**src/rtl/vga_timing_pkg.sv**
```systemverilog
// Shared 640x480@60 raster constants for the sync generator, pixel generator and game logic.
// Sync pulses are active-low; coordinates are 10-bit.
package vga_timing_pkg;

    localparam int H_DISPLAY = 640;
    localparam int H_FRONT   = 16;
    localparam int H_SYNC    = 96;
    localparam int H_BACK    = 48;
    localparam int V_DISPLAY = 480;
    localparam int V_FRONT   = 10;
    localparam int V_SYNC    = 2;
    localparam int V_BACK    = 33;

    localparam int H_TOTAL = H_DISPLAY + H_FRONT + H_SYNC + H_BACK;
    localparam int V_TOTAL = V_DISPLAY + V_FRONT + V_SYNC + V_BACK;

    localparam int   COORD_W     = 10;
    localparam logic SYNC_ACTIVE = 1'b0;

    typedef logic [COORD_W-1:0] coord_t;

    function automatic logic in_window(input coord_t v, input coord_t lo, input coord_t hi);
        return (v >= lo) && (v <= hi);
    endfunction

endpackage

```
**src/rtl/pixel_tick_gen.sv**
```systemverilog
// Divides the system clock down to a one-clock-wide pixel tick.
// The tick is combinational from the divider so it lines up with the edge that consumes it.
module pixel_tick_gen #(
    parameter int CLK_DIV = 4
) (
    input  logic clk,
    input  logic reset,
    output logic p_tick
);

    localparam int             DIV_W    = (CLK_DIV > 1) ? $clog2(CLK_DIV) : 1;
    localparam logic [DIV_W-1:0] DIV_LAST = DIV_W'(CLK_DIV - 1);

    logic [DIV_W-1:0] div_q;
    logic [DIV_W-1:0] div_d;

    always_comb begin
        div_d = div_q + 1'b1;
        if (div_q == DIV_LAST) begin
            div_d = '0;
        end
    end

    always_ff @(posedge clk or posedge reset) begin
        if (reset) begin
            div_q <= '0;
        end else begin
            div_q <= div_d;
        end
    end

    assign p_tick = (div_q == DIV_LAST);

endmodule

```
**src/rtl/vga_sync.sv**
```systemverilog
// Horizontal/vertical raster counters with registered sync, video_on and a
// once-per-frame tick at the start of vertical blanking.
module vga_sync
    import vga_timing_pkg::*;
#(
    parameter int CLK_DIV   = 4,
    parameter int H_DISPLAY = vga_timing_pkg::H_DISPLAY,
    parameter int H_FRONT   = vga_timing_pkg::H_FRONT,
    parameter int H_SYNC    = vga_timing_pkg::H_SYNC,
    parameter int H_BACK    = vga_timing_pkg::H_BACK,
    parameter int V_DISPLAY = vga_timing_pkg::V_DISPLAY,
    parameter int V_FRONT   = vga_timing_pkg::V_FRONT,
    parameter int V_SYNC    = vga_timing_pkg::V_SYNC,
    parameter int V_BACK    = vga_timing_pkg::V_BACK
) (
    input  logic               clk,
    input  logic               reset,
    output logic               hsync,
    output logic               vsync,
    output logic               video_on,
    output logic               p_tick,
    output logic [COORD_W-1:0] x,
    output logic [COORD_W-1:0] y,
    output logic               frame_tick
);

    localparam int LINE_PIXELS = H_DISPLAY + H_FRONT + H_SYNC + H_BACK;
    localparam int FRAME_LINES = V_DISPLAY + V_FRONT + V_SYNC + V_BACK;

    localparam coord_t H_LAST   = coord_t'(LINE_PIXELS - 1);
    localparam coord_t V_LAST   = coord_t'(FRAME_LINES - 1);
    localparam coord_t H_VIS    = coord_t'(H_DISPLAY);
    localparam coord_t V_VIS    = coord_t'(V_DISPLAY);
    localparam coord_t HS_FIRST = coord_t'(H_DISPLAY + H_FRONT);
    localparam coord_t HS_LAST  = coord_t'(H_DISPLAY + H_FRONT + H_SYNC - 1);
    localparam coord_t VS_FIRST = coord_t'(V_DISPLAY + V_FRONT);
    localparam coord_t VS_LAST  = coord_t'(V_DISPLAY + V_FRONT + V_SYNC - 1);

    logic   tick;
    coord_t x_q, x_d;
    coord_t y_q, y_d;
    logic   hsync_q, hsync_d;
    logic   vsync_q, vsync_d;
    logic   frame_tick_q, frame_tick_d;

    pixel_tick_gen #(
        .CLK_DIV(CLK_DIV)
    ) u_pixel_tick_gen (
        .clk   (clk),
        .reset (reset),
        .p_tick(tick)
    );

    // Sync and frame tick are decoded from the next-state counters so they
    // update on the same edge as x/y.
    always_comb begin
        x_d = x_q;
        y_d = y_q;
        if (tick) begin
            if (x_q == H_LAST) begin
                x_d = '0;
                y_d = (y_q == V_LAST) ? '0 : y_q + 1'b1;
            end else begin
                x_d = x_q + 1'b1;
            end
        end

        hsync_d      = in_window(x_d, HS_FIRST, HS_LAST) ? SYNC_ACTIVE : ~SYNC_ACTIVE;
        vsync_d      = in_window(y_d, VS_FIRST, VS_LAST) ? SYNC_ACTIVE : ~SYNC_ACTIVE;
        frame_tick_d = tick && (x_d == '0) && (y_d == V_VIS);
    end

    always_ff @(posedge clk or posedge reset) begin
        if (reset) begin
            x_q          <= '0;
            y_q          <= '0;
            hsync_q      <= ~SYNC_ACTIVE;
            vsync_q      <= ~SYNC_ACTIVE;
            frame_tick_q <= 1'b0;
        end else begin
            x_q          <= x_d;
            y_q          <= y_d;
            hsync_q      <= hsync_d;
            vsync_q      <= vsync_d;
            frame_tick_q <= frame_tick_d;
        end
    end

    assign x          = x_q;
    assign y          = y_q;
    assign hsync      = hsync_q;
    assign vsync      = vsync_q;
    assign frame_tick = frame_tick_q;
    assign p_tick     = tick;
    assign video_on   = (x_q < H_VIS) && (y_q < V_VIS);

endmodule

```
**config.mk**
```make
export PLATFORM = sky130hd
export DESIGN_NAME = vga_sync
export DESIGN_NICKNAME = d
export VERILOG_FILES = /design/src/rtl/vga_timing_pkg.sv /design/src/rtl/pixel_tick_gen.sv /design/src/rtl/vga_sync.sv
export SDC_FILE = /design/constraint.sdc
export NUM_CORES = 1
export LEC_CHECK = 0
export CAP_MARGIN = 15
export CORE_ASPECT_RATIO = 2
export CORE_MARGIN = 2
export CORE_UTILIZATION = 40
export CTS_BUF_LIST = sky130_fd_sc_hd__clkbuf_4 sky130_fd_sc_hd__clkbuf_8 sky130_fd_sc_hd__clkbuf_16
export DETAILED_ROUTE_END_ITERATION = 7
export PLACE_DENSITY = 0.67
export SLEW_MARGIN = 15
export SYNTH_ARGS = -nofsm -noshare
export SYNTH_HDL_FRONTEND = slang
export SYNTH_SLANG_ARGS = --single-unit
```
**constraint.sdc**
```tcl
create_clock -name clk -period 3.2 [get_ports clk]
set_input_delay 0.64 -clock clk [delete_from_list [all_inputs] [get_ports clk]]
set_output_delay 0.64 -clock clk [all_outputs]
set_load 0.1 [all_outputs]
```
==> flow_summary.json <==
{
  "outcome": "completed",
  "min_delay_src": "u_pixel_tick_gen.div_q[0]",
  "synth_top_cells_by_area": "dfrtp_1 37%, xnor2_1 5.1%, dfstp_2 3.4%",
  "area_share_of_fa_ha_maj_cells_after_synthesis": 0.0322,
  "yosys.area_share.xor_xnor": 0.0893,
  "post_synth_inst_count": 163,
  "final.fill_count": 372,
  "post_cts_resize_count": 0,
  "finalCritPeriodShare": 0.818,
  "timing.final.hold_violations": 0,
  "clkTransAtPathRegs_ps": 90,
  "critPathLaunchType": "flop",
  "synth.ff_latch_count": 25,
  "area.growth.synth_to_final_pct": 13.6,
  "holdCritPathClass": "reg -> reg",
  "gp_congestion": 0.851,
  "required_ps": 3380,
  "clockBufferDepth": 2,
  "min_delay_worst_endpoint": "u_pixel_tick_gen.div_q[0]",
  "dr.pass1.iters": 4,
  "crit_path_top_delay_cell": "or4_4",
  "drive_gt1_frac": 0.247,
  "setup_viol": 0,
  "totalNegativeSetupSlack_ps": 0,
  "hold_ws_ps": 443,
  "clkLatencyLatePin_ps": 270,
  "groute.usage.overall": 0.185,
  "portBuffers": 26,
  "width_of_the_die_um": 48.1,
  "post-synth-top-area-cell": "dfrtp_1",
  "post_cts_setup_buffers": 0,
  "crit_fanout": 12,
  "endpoint_kind": "flop",
  "finish.net_count": 189,
  "cts_inserted_buffers": 3,
  "initial_utilization": 0.409,
  "tritoncts": "done",
  "cts.sinks": 25,
  "mappedNetlistArea_um2": 1560,
  "remaining_antenna_violation_count_after_routing": 0,
  "cts_root_buf": "clkbuf_8",
  "fp.dieArea_um2": 4430,
  "slew_headroom": 0.360,
  "use_met3": 0.0217,
  "clock_skew_ps": 7.84,
  "power.density_cell_area_nw_per_um2": 291,
  "rows": 32,
  "synthesis.area_per_instance_um2": 9.54,
  "rr_worst_depth": 6,
  "cp_slowest_stage_delay_ps": 610,
  "layout_min_cycle_time_ps": 2620,
  "placeableCoreArea_um2": 3800,
  "h-tree-depth": 1,
  "max_cap_violations": 0,
  "synthSimpleGateAreaFrac": 0.264,
  "via_per_inst": 5.53,
  "floorplan.io_pins": 27,
  "synth.net_count": 169,
  "reg2reg_setup_slack_ps": 580,
  "ys_types": 46,
  "multi_input_gate_area_in_the_final_layout_um2": 790,
  "yosysWarnings": 0,
  "synth-async-reset-ratio": 1.00,
  "finish.utilization": 0.464,
  "routed_wl_um": 3600,
  "grt_first_pass_wirelength_um": 5890,
  "synth-seq-area-share": 0.404,
  "synth_mux_area_frac": 0.00644,
  "timing.hold.worst_path_depth": 1,
  "synth-compound-area-share": 0.113,
  "total_area_of_sequential_cells_um2": 628,
  "worst_ir_drop_vdd_uv": 234,
  "drtIter0Drc": 37,
  "synth_enable_flop_cells": 0,
  "antenna_found_initial": 0,
  "rr_startpoint": "x[4]",
  "route.detailed.wl_per_inst_um": 15.4,
  "p_leak_nw": 0.818,
  "path_cells": "or3b_4 > or4_4 > nor3_4 > xor2_2 > nand4b_1 > nor4_1",
  "grt_busiest_layer": "met2",
  "grt_setup_unrepaired": "no",
  "tightest_slew_ps": 959,
  "remaining_overflow_grt": 0,
  "met2_usage": 0.303,
  "synth_top_flop_cell": "dfrtp_1",
  "dp.final_hpwl_um": 2750,
  "drc": 0,
  "rr_endpoint": "frame_tick",
  "timing.fmax_ghz": 0.382,
  "netlist.area_leader.share": 0.370,
  "grt_max_degree": 26,
  "die_height_um": 92.2,
  "setup.worst_path.class": "reg -> reg",
  "synth_top_family_by_area": "simple AND/OR/NAND/NOR gates",
  "antenna_cells_inserted": 0,
  "met1_usage": 0.213,
  "vias": 1289,
  "number_of_hold_buffers_added_after_cts": 0,
  "data_arrival_at_the_endpoint_of_the_critical_path_ps": 2800,
  "first_global_vias": 1264,
  "timing.final.max_slew_violations": 0
}
-- layer usage --
metal,routed length (um),up-vias
met3,153,12
met4,118,0
met5,0,-
met1,1270,611
met2,2060,53
li1,-,613
-- registers in the layout, indices dropped and copies added, names as in the netlist --
| name | flops |
|---|---|
| vsync | 1 |
| frame_tick | 1 |
| u_pixel_tick_gen.div_q | 2 |
| y | 10 |
| x | 10 |
| hsync | 1 |
-- layout make-up --
cell class / instances / share of cell area
multi-input combinational: 117 / 0.447
sequential: 25 / 0.356
timing repair buffer: 27 / 0.116
tap: 51 / 0.0361
clock buffer: 3 / 0.0234
inverter: 9 / 0.0191
clock inverter: 1 / 0.00283
-- power by group --
group / switching [mW] / internal (mW) / total [mW]
Clock: 0.103 / 0.0873 / 0.191
Combinational: 0.00610 / 0.00112 / 0.00722
Sequential: 0 / 0.316 / 0.316
Total: 0.110 / 0.404 / 0.514
-- worst max path at each step --
stage,startpoint,to,slack [ps],cells after the start
5_1_grt,x[4],frame_tick,500,6
3_5_place_dp,x[4],frame_tick,640,6
4_1_cts,x[4],vsync,620,6
2_1_floorplan,u_pixel_tick_gen.div_q[0],frame_tick,110,9
3_3_place_gp,x[4],frame_tick,700,6
6_report,x[4],frame_tick,580,6
-- logic make-up after synthesis --
| kind of cell | count (synthesis) |
|---|---|
| simple gates | 70 |
| fa+ha+maj | 4 |
| flops | 25 |
| buf+inv | 21 |
| compound gates | 27 |
| mux | 1 |
| xor+xnor | 15 |
-- cells in the mapped netlist, types with 2 or more instances --
cell	n
ha_1	4
nand2_1	13
clkbuf_1	3
and3_1	2
buf_4	2
clkbuf_8	2
or3_2	3
dfrtp_1	23
nor2_1	11
and4_1	2
xor2_1	5
inv_1	9
nor3_1	5
a31oi_1	3
buf_6	4
a21oi_1	4
dfstp_2	2
xnor2_1	9
a31o_2	2
nand2b_1	5
nor4_1	5
or4_1	2
nand4_1	3
nand4b_1	3
o21ai_0	8
nand3_1	9
-- cells in the final DEF (no fill, tap or decap), types with 3 or more instances in the layout --
cell type   n
inv_1       9
nand3_1     9
nand2_1    13
a31oi_1     3
xor2_1      5
nor2_1     11
clkbuf_8    3
o21ai_0     8
or3_2       3
nor3_1      4
xnor2_1     9
buf_4      26
a21oi_1     4
nand4_1     3
ha_1        4
dfrtp_1    23
nand4b_1    3
nand2b_1    5
nor4_1      5
-- critical path, delay by kind of cell (launching register included) --
family | cells | cell delay, ps
and+or+nand+nor | 5 | 1760
DFF | 1 | 580
xor gates and xnor gates | 1 | 180
-- metrics by stage --
step           cells  power, mW  worst slack (ps)  area (um^2)
5_1_grt          233      0.541               500         1770
3_5_place_dp     229      0.330               642         1720
6_report         233      0.514               582         1770
3_3_place_gp     229      0.330               699         1720
2_1_floorplan    163      0.327               111         1560
4_1_cts          233      0.520               617         1770
No activity file was read; power rests on OpenSTA's default activity.
